$ cat src/rtl/transpose_stream.sv
// transpose_stream: streaming ROWS x COLS matrix buffer emitting column-major (transpose) or row-major (pass).
// Define TRANSPOSE_PINGPONG_EN for two banks (double buffering); otherwise a single bank is used.
module transpose_stream #(
  parameter int DATA_WIDTH = 8,
  parameter int ROWS       = 4,
  parameter int COLS       = 4
) (
  input  logic                  clk_p,
  input  logic                  rst_n,
  input  logic                  in_valid,
  output logic                  in_ready,
  input  logic [DATA_WIDTH-1:0] in_data,
  input  logic                  mode_trans,
  output logic                  out_valid,
  input  logic                  out_ready,
  output logic [DATA_WIDTH-1:0] out_data,
  output logic                  out_last
);

  localparam int N     = ROWS * COLS;
  localparam int CNT_W = $clog2(N);
  localparam int R_W   = (ROWS > 1) ? $clog2(ROWS) : 1;
  localparam int C_W   = (COLS > 1) ? $clog2(COLS) : 1;
`ifdef TRANSPOSE_PINGPONG_EN
  localparam int NB = 2;
`else
  localparam int NB = 1;
`endif

  typedef enum logic [1:0] {EMPTY, FILL, FULL, DRAIN} bank_state_e;

  bank_state_e bankState_q [NB];
  bank_state_e bankState_d [NB];
  logic        bankMode_q  [NB];
  logic        bankMode_d  [NB];

  logic [DATA_WIDTH-1:0] mem_q [NB][N];

  logic            wrBank_q, wrBank_d;
  logic            rdBank_q, rdBank_d;
  logic            outBank_q, outBank_d;
  logic [R_W-1:0]  wrR_q, wrR_d, rdR_q, rdR_d;
  logic [C_W-1:0]  wrC_q, wrC_d, rdC_q, rdC_d;
  logic            rdBusy_q, rdBusy_d;

  logic                  outValid_q, outValid_d;
  logic                  outLast_q, outLast_d;
  logic [DATA_WIDTH-1:0] outData_q, outData_d;

  logic             wrFire, wrLast, outFire, canLoad, rdLast, rdMode;
  logic [CNT_W-1:0] wrAddr, rdAddr;

  assign in_ready  = (bankState_q[wrBank_q] == EMPTY) || (bankState_q[wrBank_q] == FILL);
  assign out_valid = outValid_q;
  assign out_last  = outLast_q;
  assign out_data  = outData_q;

  assign wrFire  = in_valid && in_ready;
  assign wrLast  = (wrR_q == R_W'(ROWS - 1)) && (wrC_q == C_W'(COLS - 1));
  assign rdLast  = (rdR_q == R_W'(ROWS - 1)) && (rdC_q == C_W'(COLS - 1));
  assign outFire = outValid_q && out_ready;
  assign rdMode  = bankMode_q[rdBank_q];
  assign wrAddr  = CNT_W'(int'(wrR_q) * COLS + int'(wrC_q));
  assign rdAddr  = CNT_W'(int'(rdR_q) * COLS + int'(rdC_q));

  // rdBusy marks a DRAIN bank that still has elements not yet moved into the output register;
  // the bank itself stays DRAIN until its last element is actually handed off downstream.
  assign canLoad = (!outValid_q || out_ready) &&
                   ((bankState_q[rdBank_q] == FULL) ||
                    ((bankState_q[rdBank_q] == DRAIN) && rdBusy_q));

  always_comb begin
    bankState_d = bankState_q;
    bankMode_d  = bankMode_q;
    wrBank_d    = wrBank_q;
    rdBank_d    = rdBank_q;
    outBank_d   = outBank_q;
    wrR_d       = wrR_q;
    wrC_d       = wrC_q;
    rdR_d       = rdR_q;
    rdC_d       = rdC_q;
    rdBusy_d    = rdBusy_q;
    outValid_d  = outValid_q;
    outLast_d   = outLast_q;
    outData_d   = outData_q;

    if (wrFire) begin
      if (bankState_q[wrBank_q] == EMPTY) begin
        bankMode_d[wrBank_q]  = mode_trans;
        bankState_d[wrBank_q] = FILL;
      end
      if (wrLast) begin
        bankState_d[wrBank_q] = FULL;
        wrR_d = '0;
        wrC_d = '0;
`ifdef TRANSPOSE_PINGPONG_EN
        wrBank_d = ~wrBank_q;
`endif
      end else if (wrC_q == C_W'(COLS - 1)) begin
        wrC_d = '0;
        wrR_d = wrR_q + R_W'(1);
      end else begin
        wrC_d = wrC_q + C_W'(1);
      end
    end

    if (outFire && outLast_q) begin
      bankState_d[outBank_q] = EMPTY;
    end

    if (canLoad) begin
      outValid_d = 1'b1;
      outData_d  = mem_q[rdBank_q][rdAddr];
      outLast_d  = rdLast;
      outBank_d  = rdBank_q;
      if (bankState_q[rdBank_q] == FULL) begin
        bankState_d[rdBank_q] = DRAIN;
        rdBusy_d = 1'b1;
      end
      if (rdLast) begin
        rdBusy_d = 1'b0;
        rdR_d    = '0;
        rdC_d    = '0;
`ifdef TRANSPOSE_PINGPONG_EN
        rdBank_d = ~rdBank_q;
`endif
      end else if (rdMode) begin
        if (rdR_q == R_W'(ROWS - 1)) begin
          rdR_d = '0;
          rdC_d = rdC_q + C_W'(1);
        end else begin
          rdR_d = rdR_q + R_W'(1);
        end
      end else begin
        if (rdC_q == C_W'(COLS - 1)) begin
          rdC_d = '0;
          rdR_d = rdR_q + R_W'(1);
        end else begin
          rdC_d = rdC_q + C_W'(1);
        end
      end
    end else if (outFire) begin
      outValid_d = 1'b0;
      outLast_d  = 1'b0;
    end
  end

  always_ff @(posedge clk_p or negedge rst_n) begin
    if (!rst_n) begin
      for (int b = 0; b < NB; b++) begin
        bankState_q[b] <= EMPTY;
        bankMode_q[b]  <= 1'b0;
      end
      wrBank_q   <= 1'b0;
      rdBank_q   <= 1'b0;
      outBank_q  <= 1'b0;
      wrR_q      <= '0;
      wrC_q      <= '0;
      rdR_q      <= '0;
      rdC_q      <= '0;
      rdBusy_q   <= 1'b0;
      outValid_q <= 1'b0;
      outLast_q  <= 1'b0;
      outData_q  <= '0;
    end else begin
      bankState_q <= bankState_d;
      bankMode_q  <= bankMode_d;
      wrBank_q    <= wrBank_d;
      rdBank_q    <= rdBank_d;
      outBank_q   <= outBank_d;
      wrR_q       <= wrR_d;
      wrC_q       <= wrC_d;
      rdR_q       <= rdR_d;
      rdC_q       <= rdC_d;
      rdBusy_q    <= rdBusy_d;
      outValid_q  <= outValid_d;
      outLast_q   <= outLast_d;
      outData_q   <= outData_d;
    end
  end

  // Element storage needs no reset: bank state alone decides what is valid.
  always_ff @(posedge clk_p) begin
    if (wrFire) begin
      mem_q[wrBank_q][wrAddr] <= in_data;
    end
  end

endmodule

$ cat config.mk
export PLATFORM = sky130hd
export DESIGN_NAME = transpose_stream
export DESIGN_NICKNAME = d
export VERILOG_FILES = /design/src/rtl/transpose_stream.sv
export SDC_FILE = /design/constraint.sdc
export NUM_CORES = 1
export LEC_CHECK = 0
export CAP_MARGIN = 0
export CORE_AREA = 3 3 101 103
export CTS_CLUSTER_SIZE = 10
export DETAILED_ROUTE_END_ITERATION = 10
export DIE_AREA = 0 0 104 106
export HOLD_SLACK_MARGIN = 0.03
export PLACE_DENSITY = 0.92
export REMOVE_ABC_BUFFERS = 1
export SETUP_SLACK_MARGIN = 0.3
export SLEW_MARGIN = 20
export SYNTH_ARGS = -nofsm -noshare
export SYNTH_HDL_FRONTEND = slang
export SYNTH_SLANG_ARGS = --single-unit
$ cat constraint.sdc
create_clock -name clk_p -period 2.6 [get_ports clk_p]
set_clock_uncertainty 0.15 [all_clocks]
set_input_delay 0.26 -clock clk_p [delete_from_list [all_inputs] [get_ports clk_p]]
set_output_delay 0.26 -clock clk_p [all_outputs]
set_load 0.01 [all_outputs]
; Word level (Yosys, flattened, before mapping)
; Memory sizes are Yosys's and may differ from the RTL's.
; Cells that the tools add are included.
[word_totals]
ram_bits = 128
rom_bits = 0
latchBits = 0
ff_bits = 22
output_inout_bits = 11
n_memories = 1
[mem_list]
columns = name, words, width, rd, rd_clocked_by_memory_dff, write_ports, line_no
row1 = mem_q, 1, 128, 1, 0, 1, 37  ; logic [DATA_WIDTH-1:0] mem_q [NB][N];
[classes]
order_cmp = 3
mux = 30
multipliers = 0
div = 0
n_bitwise = 2
reduce_logical = 22
add_sub_neg = 6
shift = 0
n_eq_ne = 8
[ops]
columns = op, n
row1 = $mux 128, 1
row2 = $mux 2, 18
row3 = $bmux 8 s4, 1
row4 = $demux 8 s4, 1
row5 = $mux 8, 3
row6 = $eq 2x2->1 const B, 6
row7 = $ge 5x5->1 const B, 2
row8 = $not 4->5, 2
row9 = $reduce_and 2->1, 5
row10 = $add 2x1->2 const B, 4
row11 = $add 4x2->4, 2
row12 = $logic_and 1x1->1, 8
row13 = $mux 1, 6
row14 = $reduce_bool 2->1, 3
row15 = $lt 5x1->1 const B, 1
row16 = $logic_or 1x1->1, 3
row17 = $ne 3x2->1 const B, 1
row18 = $reduce_bool 3->1, 1
row19 = $eq 2x1->1 const B, 1
row20 = $logic_not 2->1, 1
row21 = $logic_not 1->1, 1

; Logic depth before layout (Yosys ltp)
; Gate-level depths: netlist of run 1.
[logic_depth]
word_depth = 7
ltp_mapped = 5

; Worst setup path after synthesis of run 1
; No wires, ideal clock.
[synth_path]
path_kind = reg2reg
start = register bankState_q[1] in the netlist's numbering
end = memory mem_q[0][104] in the netlist's numbering (enable)
arrival_time_ns = 1.239
stages_incl_launch_ff = 4
required_time_ns = 2.118
period_less_slack_ns = 1.721
slack_ns = 0.879
setup_time_ns = 0.332
cell_sequence = dfrtp_1 > nor2b_1 > clkbuf_1 > and3_1
[synth_via]
elab_chain_cells = 5
word_cells_on_any_way = 6
cone_classes = eq/ne (1) / mux (2) / reduce/logical (3)
[synth_rtl]
columns = element, line_no
row1 = "start, declared", 32  ; bank_state_e bankState_q [NB];
row2 = "start signal, assigned", 166  ; bankState_q <= bankState_d;
row3 = $eq 2x1->1 / $logic_not 2->1 (equally long branches), 53  ; assign in_ready = (bankState_q[wrBank_q] == EMPTY) || (bankState_q[wrBank_q] == FILL);
row4 = $logic_or 1x1->1 (*), 53
row5 = $logic_and 1x1->1 (*), 58  ; assign wrFire = in_valid && in_ready;
row6 = $mux 1 (*), 184  ; if (wrFire) begin
row7 = $mux 128 (implied by the code) (*), 185  ; mem_q[wrBank_q][wrAddr] <= in_data;
row8 = "end, declared", 37
; Every way passes the cells marked *; elsewhere a longest branch is shown, timed or not.

; Worst setup path in the final report of run 1
[layout_path]
start = register rdC_q[1]
end = register outData_q[7], in the netlist out_data[7]
[layout_via]
elab_chain_cells = 5
[layout_rtl]
columns = element, line_no
row1 = "start, declared", 43  ; logic [C_W-1:0] wrC_q, wrC_d, rdC_q, rdC_d;
row2 = "start signal, assigned", 174  ; rdC_q <= rdC_d;
row3 = $add 4x2->4, 64  ; assign rdAddr = CNT_W'(int'(rdR_q) * COLS + int'(rdC_q));
row4 = $not 4->5 (implied by the code), 113  ; outData_d = mem_q[rdBank_q][rdAddr];
row5 = $bmux 8 s4, 113
row6 = $mux 8 (implied by the code) (2 in series), 113
row7 = "end signal, assigned", 178  ; outData_q <= outData_d;
row8 = "end, declared", 48  ; logic [DATA_WIDTH-1:0] outData_q, outData_d;
; Every way passes these cells. The select of a mux whose other input is x is not followed.
; A chain may end at the register's enable or synchronous reset.

==> flow_metrics.env, run 1 <==
export IMPL_cts_setup_buffers=0
export IMPL_drc=0
export IMPL_cts_reportedPaths_clkPinSlew_ns=0.07
export IMPL_crit_type="flip-flop to flip-flop"
export IMPL_nets=363
export IMPL_routedWlPerCell_um=27.6
export IMPL_maxSlewViolCount=0
export IMPL_final_cell_mix="128 x edfxtp_1, 23 x clkdlybuf4s50_1, 22 x mux4_2, 21 x dfrtp_1, 19 x mux2i_1"
export IMPL_cp_required_ns=2.82
export IMPL_cts_buffer_depth=2
export IMPL_crit_buf_inv=1
export IMPL_io_pin_count=24
export IMPL_drtAntennaViolNets=0
export IMPL_hpwl_mm=7.59
export IMPL_synth_seq_area_share_pct=72.8
export IMPL_detailed_place_area_sq_um=6380
export IMPL_place_inst=449
export IMPL_htreeDepth=4
export IMPL_peakVddDrop_mv=0.504
export IMPL_p_sw_uw=2110
export IMPL_die_height_um=106
export IMPL_yosysUniqueCellTypes=30
export IMPL_synth_cells=305
export IMPL_period_share_pct=84.0
export IMPL_synth_largest_area_cell="edfxtp_1"
export IMPL_fin_crit_ns=2.19
export IMPL_pwr_share_clk_pct=34.1
export IMPL_cts_buffers=17
export IMPL_synth_area_leaders="edfxtp_1 64%, dfrtp_1 9.1%, mux4_2 8.2%, mux4_1 4.4%, mux2i_1 3.2%"
export IMPL_arrival_ns=2.41
export IMPL_first_pass_iters=5
export IMPL_grt_overflow=0
export IMPL_grt_first_pass_wirelength_mm=20.9
export IMPL_internal_power_uw=5290
export IMPL_startpoint="rdC_q[1]$_DFFE_PN0P_"
export IMPL_setup_viol=0
export IMPL_clockRootBuffer="clkbuf_8"
export IMPL_r2r_end="out_data[7]$_DFFE_PN0P_"
export IMPL_place_congestion=0.894
export IMPL_routed_wl_mm=13.3
export IMPL_p_comb_share_pct=23.5
export IMPL_power_switching_share_pct=28.5
export IMPL_cts_tree="done"
export IMPL_port_buffers=23
export IMPL_drt_first_iter_violations=380
export IMPL_seqPwrFrac_pct=42.3
export IMPL_cap_violations=0
export IMPL_r2r_setup_slack_ns=0.41
export IMPL_cp_slowest_cell="mux4_1"
export IMPL_vias=3208
export IMPL_slowest_delay_ns=0.65
export IMPL_status="finished clean"
export IMPL_cp_depth=4
export IMPL_critPathMaxFanout=25
export IMPL_dieArea_sq_um=11000
export IMPL_coreArea_sq_um=9280
export IMPL_tightest_slew_ns=0.701
export IMPL_syn_area_per_cell_sq_um=19.8
export IMPL_drive_gt1_share_pct=17.6
export IMPL_power_density_cell_area_nw_per_um2=1060
export IMPL_diodes=0
export IMPL_p_leak_uw=0.00253
export IMPL_setup_tns_ns=0
export IMPL_insertion_delay_ns=0.52
export IMPL_num_rows=35
export IMPL_viasPerCell=6.66
export IMPL_fin_area_sq_um=7010
export IMPL_hold_viol=0
export IMPL_synth_top_area_share_pct=63.7
export IMPL_r2r_cells=4
export IMPL_die_w_um=104
export IMPL_clock_sinks=150
export IMPL_area_delta_synth_final_pct=16.0
export IMPL_ys_ff_latch=150
export IMPL_crit_chain="buf_12 -> mux4_1 -> mux2i_1 -> o221ai_1"
export IMPL_end_kind="flip-flop"
export IMPL_startpoint_type="flip-flop"
export IMPL_antenna_found_initial=0
export IMPL_yosys_warnings=0
export IMPL_fillers=460
export IMPL_grt_max_degree=35
export IMPL_fin_cells=482
export IMPL_grt_pass1_vias=3281
export IMPL_rsz0062_at_grt="false"
export IMPL_relSlewSlack_pct=53.1
export IMPL_grt_usage_pct=26.3
export IMPL_r2r_start="rdC_q[1]$_DFFE_PN0P_"
export IMPL_initial_core_util_pct=65.0
export IMPL_fmax_ghz=0.458
export IMPL_layout_commonest_cell="edfxtp_1"
export IMPL_crit_end="out_data[7]$_DFFE_PN0P_"
export IMPL_utilization_pct=75.5
export IMPL_hp_class="input port to flip-flop"
export IMPL_crit_family="multiplexers"
export IMPL_syn_area_sq_um=6040
-- stage by stage --
stage / total power [uW] / worst slack (ns) / hold slack (ns)
2_1_floorplan: 4160 / 0.0643 / -0.186
3_3_place_gp: 4680 / 0.520 / 0.327
3_5_place_dp: 4800 / 0.426 / 0.333
4_1_cts: 7410 / 0.375 / 0.221
5_1_grt: 7620 / 0.356 / 0.234
6_report: 7400 / 0.415 / 0.241
-- layer usage --
metal / track usage, % / wire (um) / vias up
met5: 0 / 0 / -
met3: 5.65 / 1220 / 43
met4: 10.4 / 480 / 0
li1: - / - / 1319
met2: 42.9 / 6640 / 226
met1: 35.2 / 4980 / 1620
-- how the worst min path moves through the flow --
| stage | slack (ns) | cells past startpoint | startpoint | endpoint |
|---|---|---|---|---|
| 3_5_place_dp | 0.33 | 2 | out_data[6]$_DFFE_PN0P_ | out_data[6]$_DFFE_PN0P_ |
| 6_report | 0.24 | 2 | mode_trans | bankMode_q$_DFFE_PN0P_ |
| 3_3_place_gp | 0.33 | 2 | out_data[6]$_DFFE_PN0P_ | out_data[6]$_DFFE_PN0P_ |
| 2_1_floorplan | -0.19 | 0 | rst_n | bankMode_q$_DFFE_PN0P_ |
| 4_1_cts | 0.22 | 2 | mode_trans | bankMode_q$_DFFE_PN0P_ |
| 5_1_grt | 0.23 | 2 | mode_trans | bankMode_q$_DFFE_PN0P_ |
-- cell usage after synthesis, drive strengths merged --
master and n:
o221ai 8, o22ai 2, a31o 1, a21oi 3, a32o 1, nor2 4, o22a 1, o21a 1
ha 10, edfxtp 128, clkbuf 4, nor2b 1, nor3 1, mux4 32, nand2b 3, buf 9
o21ai 5, dfrtp 22, nand3 2, inv 9, a21o 1, and3 17, nand2 17, mux2i 19
a41oi 1, mux2 3
-- final cells by class --
cell class / count / area [sq um] / share of cell area [%]
Tap cell: 129 / 161 / 2.30
Inverter: 9 / 33.8 / 0.482
Sequential cell: 150 / 4400 / 62.8
Timing Repair Buffer: 29 / 290 / 4.14
Clock inverter: 14 / 198 / 2.82
Clock buffer: 18 / 418 / 5.97
Multi-Input combinational cell: 133 / 1510 / 21.5
-- power by group through the flow --
| stage | registers (uW) | logic (uW) | clock network (uW) |
|---|---|---|---|
| floorplan | 3250 | 912 | 0 |
| global placement | 3130 | 1560 | 0 |
| detailed placement | 3160 | 1640 | 0 |
| CTS | 3130 | 1740 | 2550 |
| global route | 3160 | 1840 | 2620 |
| finish | 3130 | 1740 | 2530 |
-- cells by family after synthesis --
group / synth area share [%]
buffers and inverters: 2.26
flip-flops: 72.8
AND/OR/NAND/NOR: 3.73
multiplexers: 16.3
adder cells (fa/ha/maj): 2.07
AO/OA/AOI/OAI: 2.88
-- flip-flops by register name (all words and copies together) (netlist names) --
name,count
mem_q,128
out_valid,1
rdC_q,2
bankMode_q,1
bankState_q,2
rdBusy_q,1
rdR_q,2
out_data,8
wrC_q,2
out_last,1
wrR_q,2
-- what timing repair did --
item | CTS | global route
hold buffers | 1 | 0
resized for setup | 0 | 1
setup endpoints to repair | 0 | 1
endpoints found under the hold margin | 22 | 0
Note: power is estimated with default switching activity, not from simulation.
==> run 2, diff against run 1 <==
--- a/config.mk
+++ b/config.mk
@@ -6,12 +6,12 @@
 export NUM_CORES = 1
 export LEC_CHECK = 0
 export CAP_MARGIN = 0
-export CORE_AREA = 3 3 101 103
+export CORE_AREA = 3 3 110 112
 export CTS_CLUSTER_SIZE = 10
 export DETAILED_ROUTE_END_ITERATION = 10
-export DIE_AREA = 0 0 104 106
+export DIE_AREA = 0 0 113 115
 export HOLD_SLACK_MARGIN = 0.03
-export PLACE_DENSITY = 0.92
+export PLACE_DENSITY = 0.83
 export REMOVE_ABC_BUFFERS = 1
 export SETUP_SLACK_MARGIN = 0.3
 export SLEW_MARGIN = 20
==> constraint.sdc (replaced) <==
create_clock -name clk_p -period 1.75 [get_ports clk_p]
set_clock_uncertainty 0.15 [all_clocks]
set_input_delay 0.175 -clock clk_p [delete_from_list [all_inputs] [get_ports clk_p]]
set_output_delay 0.175 -clock clk_p [all_outputs]
set_load 0.01 [all_outputs]
==> flow_metrics.env, run 2 (synthesized netlist as in run 1, its figures left out) <==
export IMPL_first_pass_iters=5
export IMPL_drive_gt1_share_pct=43.6
export IMPL_grt_first_pass_wirelength_mm=21.1
export IMPL_io_pin_count=24
export IMPL_r2r_end="out_data[0]$_DFFE_PN0P_"
export IMPL_final_cell_mix="128 x edfxtp_1, 27 x mux4_2, 24 x buf_4, 19 x buf_6"
export IMPL_grt_pass1_vias=3604
export IMPL_detailed_place_area_sq_um=6830
export IMPL_port_buffers=23
export IMPL_fin_cells=554
export IMPL_die_height_um=115
export IMPL_clock_sinks=150
export IMPL_cts_reportedPaths_clkPinSlew_ns=0.06
export IMPL_slowest_delay_ns=0.54
export IMPL_utilization_pct=70.8
export IMPL_r2r_start="rdC_q[1]$_DFFE_PN0P_"
export IMPL_cts_tree="done"
export IMPL_hold_viol=0
export IMPL_layout_commonest_cell="edfxtp_1"
export IMPL_insertion_delay_ns=0.42
export IMPL_cap_violations=0
export IMPL_coreArea_sq_um=11300
export IMPL_internal_power_uw=8480
export IMPL_power_switching_share_pct=28.8
export IMPL_maxSlewViolCount=0
export IMPL_power_density_cell_area_nw_per_um2=1490
export IMPL_peakVddDrop_mv=0.984
export IMPL_drtAntennaViolNets=0
export IMPL_seqPwrFrac_pct=39.1
export IMPL_initial_core_util_pct=53.3
export IMPL_antenna_found_initial=0
export IMPL_hpwl_mm=7.96
export IMPL_diodes=0
export IMPL_drc=0
export IMPL_nets=422
export IMPL_p_leak_uw=0.00287
export IMPL_area_delta_synth_final_pct=32.7
export IMPL_fin_crit_ns=1.84
export IMPL_vias=3343
export IMPL_crit_chain="buf_12 -> buf_6 -> mux4_2 -> mux2i_4 -> o221ai_2"
export IMPL_cts_buffer_depth=2
export IMPL_tightest_slew_ns=0.571
export IMPL_period_share_pct=105
export IMPL_drt_first_iter_violations=381
export IMPL_cp_slowest_cell="mux4_2"
export IMPL_p_comb_share_pct=32.1
export IMPL_clockRootBuffer="clkbuf_16"
export IMPL_largest_register_ffs=128
export IMPL_violations="setup timing"
export IMPL_fin_area_sq_um=8010
export IMPL_routed_wl_mm=13.9
export IMPL_status="finished, violations left"
export IMPL_regMostFlops="mem_q"
export IMPL_grt_max_degree=33
export IMPL_setup_viol=10
export IMPL_startpoint_type="flip-flop"
export IMPL_pwr_share_clk_pct=28.8
export IMPL_relSlewSlack_pct=61.8
export IMPL_cts_buffers=17
export IMPL_r2r_setup_slack_ns=-0.09
export IMPL_end_kind="flip-flop"
export IMPL_viasPerCell=6.03
export IMPL_hp_class="input port to flip-flop"
export IMPL_place_congestion=0.831
export IMPL_die_w_um=113
export IMPL_rsz0062_at_grt="true"
export IMPL_grt_usage_pct=22.9
export IMPL_min_to="bankMode_q$_DFFE_PN0P_"
export IMPL_p_sw_uw=3440
export IMPL_crit_family="multiplexers"
export IMPL_htreeDepth=4
export IMPL_num_rows=39
export IMPL_routedWlPerCell_um=25.1
export IMPL_grt_overflow=0
export IMPL_fmax_ghz=0.544
export IMPL_place_inst=496
export IMPL_arrival_ns=1.96
export IMPL_crit_type="flip-flop to flip-flop"
export IMPL_critPathMaxFanout=10
export IMPL_dieArea_sq_um=13000
export IMPL_r2r_cells=5
export IMPL_finalWorstSetupSlack_ns=-0.0869
export IMPL_hp_start="mode_trans"
export IMPL_min_path_cells=2
export IMPL_crit_buf_inv=2
export IMPL_cp_required_ns=1.87
==> run 2: how the worst max path moves through the flow <==
stage / startpoint / endpoint / slack (ns) / cells past startpoint
global placement: rdC_q[1]$_DFFE_PN0P_ / out_data[3]$_DFFE_PN0P_ / -0.12 / 5
CTS: rdC_q[1]$_DFFE_PN0P_ / out_data[2]$_DFFE_PN0P_ / -0.10 / 5
detailed placement: rdC_q[1]$_DFFE_PN0P_ / out_data[3]$_DFFE_PN0P_ / -0.19 / 5
floorplan: rdC_q[1]$_DFFE_PN0P_ / out_data[1]$_DFFE_PN0P_ / -0.79 / 3
finish: rdC_q[1]$_DFFE_PN0P_ / out_data[0]$_DFFE_PN0P_ / -0.09 / 5
global route: rdC_q[1]$_DFFE_PN0P_ / out_data[0]$_DFFE_PN0P_ / -0.14 / 5
==> run 2: cell type report <==
cell class	instances	area, sq um
Multi-Input combinational cell	133	1820
Tap cell	143	179
Inverter	9	38.8
Clock inverter	12	113
Fill cell	635	3310
Clock buffer	19	433
Timing Repair Buffer	88	1030
Sequential cell	150	4400
==> run 2: per-layer routing <==
layer | global-route usage, % | wire (um) | vias up
met5 | 0 | 0 | -
met1 | 27.8 | 5420 | 1744
met3 | 6.16 | 758 | 32
met4 | 11.7 | 419 | 0
li1 | - | - | 1428
met2 | 38.0 | 7310 | 139
==> run 2: power by group through the flow <==
stage | clock, uW | combinational [uW] | sequential [uW]
floorplan | 0 | 1350 | 4830
detailed placement | 0 | 2780 | 4660
CTS | 3450 | 3350 | 4590
global placement | 0 | 2650 | 4630
global route | 3630 | 4070 | 4710
finish | 3430 | 3830 | 4660
==> run 2: stage by stage <==
step / worst slack [ns] / power [uW] / hold slack (ns) / TNS (ns)
floorplan: -0.786 / 6190 / -0.271 / -35.19
global placement: -0.124 / 7280 / 0.322 / -4.33
detailed placement: -0.186 / 7440 / 0.331 / -5.52
CTS: -0.105 / 11400 / 0.233 / -0.623
global route: -0.138 / 12400 / 0.235 / -1.01
finish: -0.0869 / 11900 / 0.245 / -0.610
==> run 2: worst register-to-register path, stage by stage, from the launching register on <==
cell,delay [ns]
dfrtp_2,0.42
buf_12,0.16
buf_6,0.11
mux4_2,0.54
mux2i_4,0.19
o221ai_2,0.13
==> run 2: what timing repair did <==
item / CTS / global route
hold buffers: 1 / 0
setup endpoints to repair: 156 / 154
resized for setup: 88 / 48
setup buffers: 15 / 8
hold endpoints to repair: 22 / 0
gates cloned: 3 / 0
pin swaps: 6 / 13
==> run 3, diff against run 2 <==
--- a/config.mk
+++ b/config.mk
@@ -6,10 +6,10 @@
 export NUM_CORES = 1
 export LEC_CHECK = 0
 export CAP_MARGIN = 0
-export CORE_AREA = 3 3 110 112
+export CORE_AREA = 4 4 111 113
 export CTS_CLUSTER_SIZE = 10
 export DETAILED_ROUTE_END_ITERATION = 10
-export DIE_AREA = 0 0 113 115
+export DIE_AREA = 0 0 115 117
 export HOLD_SLACK_MARGIN = 0.03
 export PLACE_DENSITY = 0.83
 export REMOVE_ABC_BUFFERS = 1
==> flow_metrics.env, run 3 (synthesized netlist as in run 1, its figures left out) <==
export IMPL_status="finished, violations left"
export IMPL_violations="setup timing"
export IMPL_hpwl_mm=8.20
export IMPL_cp_required_ns=1.87
export IMPL_drt_first_iter_violations=379
export IMPL_wl_met2_mm=7.70
export IMPL_layout_commonest_cell="edfxtp_1"
export IMPL_cts_buffer_depth=2
export IMPL_dp_slack_ns=-0.190
export IMPL_port_buffers=23
export IMPL_die_height_um=117
export IMPL_coreArea_sq_um=11300
export IMPL_place_congestion=0.843
export IMPL_grt_usage_pct=23.3
export IMPL_crit_family="multiplexers"
export IMPL_grt_overflow=0
export IMPL_cts_reportedPaths_clkPinSlew_ns=0.06
export IMPL_crit_buf_inv=2
export IMPL_vias=3489
export IMPL_fin_crit_ns=1.97
export IMPL_crit_end="out_data[6]$_DFFE_PN0P_"
export IMPL_clock_sinks=150
export IMPL_peakVddDrop_mv=0.854
export IMPL_cap_violations=0
export IMPL_r2r_start="rdC_q[1]$_DFFE_PN0P_"
export IMPL_routedWlPerCell_um=26.5
export IMPL_largest_register_ffs=128
export IMPL_initial_core_util_pct=53.3
export IMPL_viasPerCell=6.21
export IMPL_dieArea_sq_um=13500
export IMPL_power_switching_share_pct=29.7
export IMPL_nets=430
export IMPL_end_kind="flip-flop"
export IMPL_grt_max_degree=33
export IMPL_grt_pass1_vias=3567
export IMPL_crit_type="flip-flop to flip-flop"
export IMPL_io_pin_count=24
export IMPL_area_delta_synth_final_pct=32.5
export IMPL_grt_first_pass_wirelength_mm=21.8
export IMPL_setup_tns_ns=-1.42
export IMPL_fillers=637
export IMPL_tightest_slew_ns=0.592
export IMPL_r2r_cells=5
export IMPL_rsz0062_at_grt="true"
export IMPL_slowest_delay_ns=0.56
export IMPL_r2r_setup_slack_ns=-0.22
export IMPL_num_rows=39
export IMPL_relSlewSlack_pct=60.6
export IMPL_finalWorstSetupSlack_ns=-0.217
export IMPL_p_total_uw=11800
export IMPL_pwr_share_clk_pct=28.1
export IMPL_cts_buffers=17
export IMPL_detail_route_wirelength_met1_mm=5.56
export IMPL_wl_met3_mm=1.27
export IMPL_drive_gt1_share_pct=44.9
export IMPL_htreeDepth=4
export IMPL_cp_depth=5
export IMPL_maxSlewViolCount=0
export IMPL_antenna_found_initial=0
export IMPL_hold_viol=0
export IMPL_insertion_delay_ns=0.42
export IMPL_startpoint_type="flip-flop"
export IMPL_drtAntennaViolNets=0
export IMPL_period_share_pct=112
export IMPL_arrival_ns=2.09
export IMPL_startpoint="rdC_q[1]$_DFFE_PN0P_"
export IMPL_die_w_um=115
export IMPL_setup_viol=9
export IMPL_power_density_cell_area_nw_per_um2=1480
export IMPL_r2r_end="out_data[6]$_DFFE_PN0P_"
export IMPL_critPathMaxFanout=7
export IMPL_cp_slowest_cell="mux4_2"
export IMPL_regMostFlops="mem_q"
export IMPL_p_leak_uw=0.00290
export IMPL_cts_tree="done"
export IMPL_drc=0
export IMPL_crit_chain="buf_12 -> buf_4 -> mux4_2 -> mux2i_4 -> o221ai_2"
export IMPL_first_pass_iters=4
export IMPL_internal_power_uw=8320
export IMPL_top_layer_used="met4"
export IMPL_diodes=0
export IMPL_p_sw_uw=3510
export IMPL_routed_wl_mm=14.9
export IMPL_hp_class="input port to flip-flop"
export IMPL_clockRootBuffer="clkbuf_16"
export IMPL_final_cell_mix="128 x edfxtp_1, 29 x mux4_2, 25 x buf_6, 25 x buf_4, 20 x dfrtp_1"
export IMPL_seqPwrFrac_pct=39.2
export IMPL_p_comb_share_pct=32.6
export IMPL_fmax_ghz=0.508
==> run 3: cell count changes in the layout (fill, tap and decap cells not counted), moves of 3 or more <==
cell,delta
buf_8,+8
clkdlybuf4s15_1,+4
clkinv_1,-3
buf_6,+6
buf_16,+3
buf_12,-10
ha_1,+3
dlygate4sd2_1,-3
ha_4,-5
==> run 3: what timing repair did <==
item,CTS,global route
endpoints found under the hold margin,22,0
hold buffers,1,0
pin swaps,8,6
buffers inserted,19,2
setup endpoints to repair,155,153
cloned,5,0
gates resized for setup,121,29
==> run 3: power groups by stage <==
stage | combinational [uW] | clock [uW] | sequential, uW
2_1_floorplan | 1350 | 0 | 4830
3_3_place_gp | 2600 | 0 | 4640
3_5_place_dp | 2700 | 0 | 4670
4_1_cts | 3520 | 3350 | 4620
5_1_grt | 4080 | 3520 | 4670
6_report | 3860 | 3330 | 4640
==> run 3: metrics by stage <==
| step | hold slack, ns | cell area, sq um | std cells | utilization (%) |
|---|---|---|---|---|
| 4_1_cts | 0.233 | 7900 | 560 | 69.8 |
| 6_report | 0.254 | 8000 | 562 | 70.7 |
| 3_5_place_dp | 0.335 | 6750 | 504 | 59.6 |
| 3_3_place_gp | 0.332 | 6750 | 504 | 59.6 |
| 2_1_floorplan | -0.271 | 5930 | 292 | - |
| 5_1_grt | 0.251 | 8000 | 562 | 70.7 |
==> run 3: area by class of cell <==
class / count / area (sq um) / area share (%)
sequential: 150 / 4400 / 54.9
tap: 143 / 179 / 2.24
multi-input combinational: 133 / 1730 / 21.7
clock buffer: 18 / 429 / 5.36
timing repair buffer: 96 / 1120 / 14.0
inverter: 9 / 33.8 / 0.422
clock inverter: 13 / 110 / 1.38
==> run 3: routing by layer <==
metal,track usage [%],vias up
li1,-,1454
met1,30.2,1789
met2,37.4,217
met3,6.79,29
met4,9.86,0
met5,0,-
==> run 3: how the worst min path moves through the flow <==
stage / to / slack [ns] / cells past startpoint / from
floorplan: bankMode_q$_DFFE_PN0P_ / -0.27 / 0 / rst_n
global placement: out_data[0]$_DFFE_PN0P_ / 0.33 / 2 / out_data[0]$_DFFE_PN0P_
detailed placement: out_data[0]$_DFFE_PN0P_ / 0.33 / 2 / out_data[0]$_DFFE_PN0P_
CTS: bankMode_q$_DFFE_PN0P_ / 0.23 / 2 / mode_trans
global route: bankMode_q$_DFFE_PN0P_ / 0.25 / 2 / mode_trans
finish: bankMode_q$_DFFE_PN0P_ / 0.25 / 2 / mode_trans
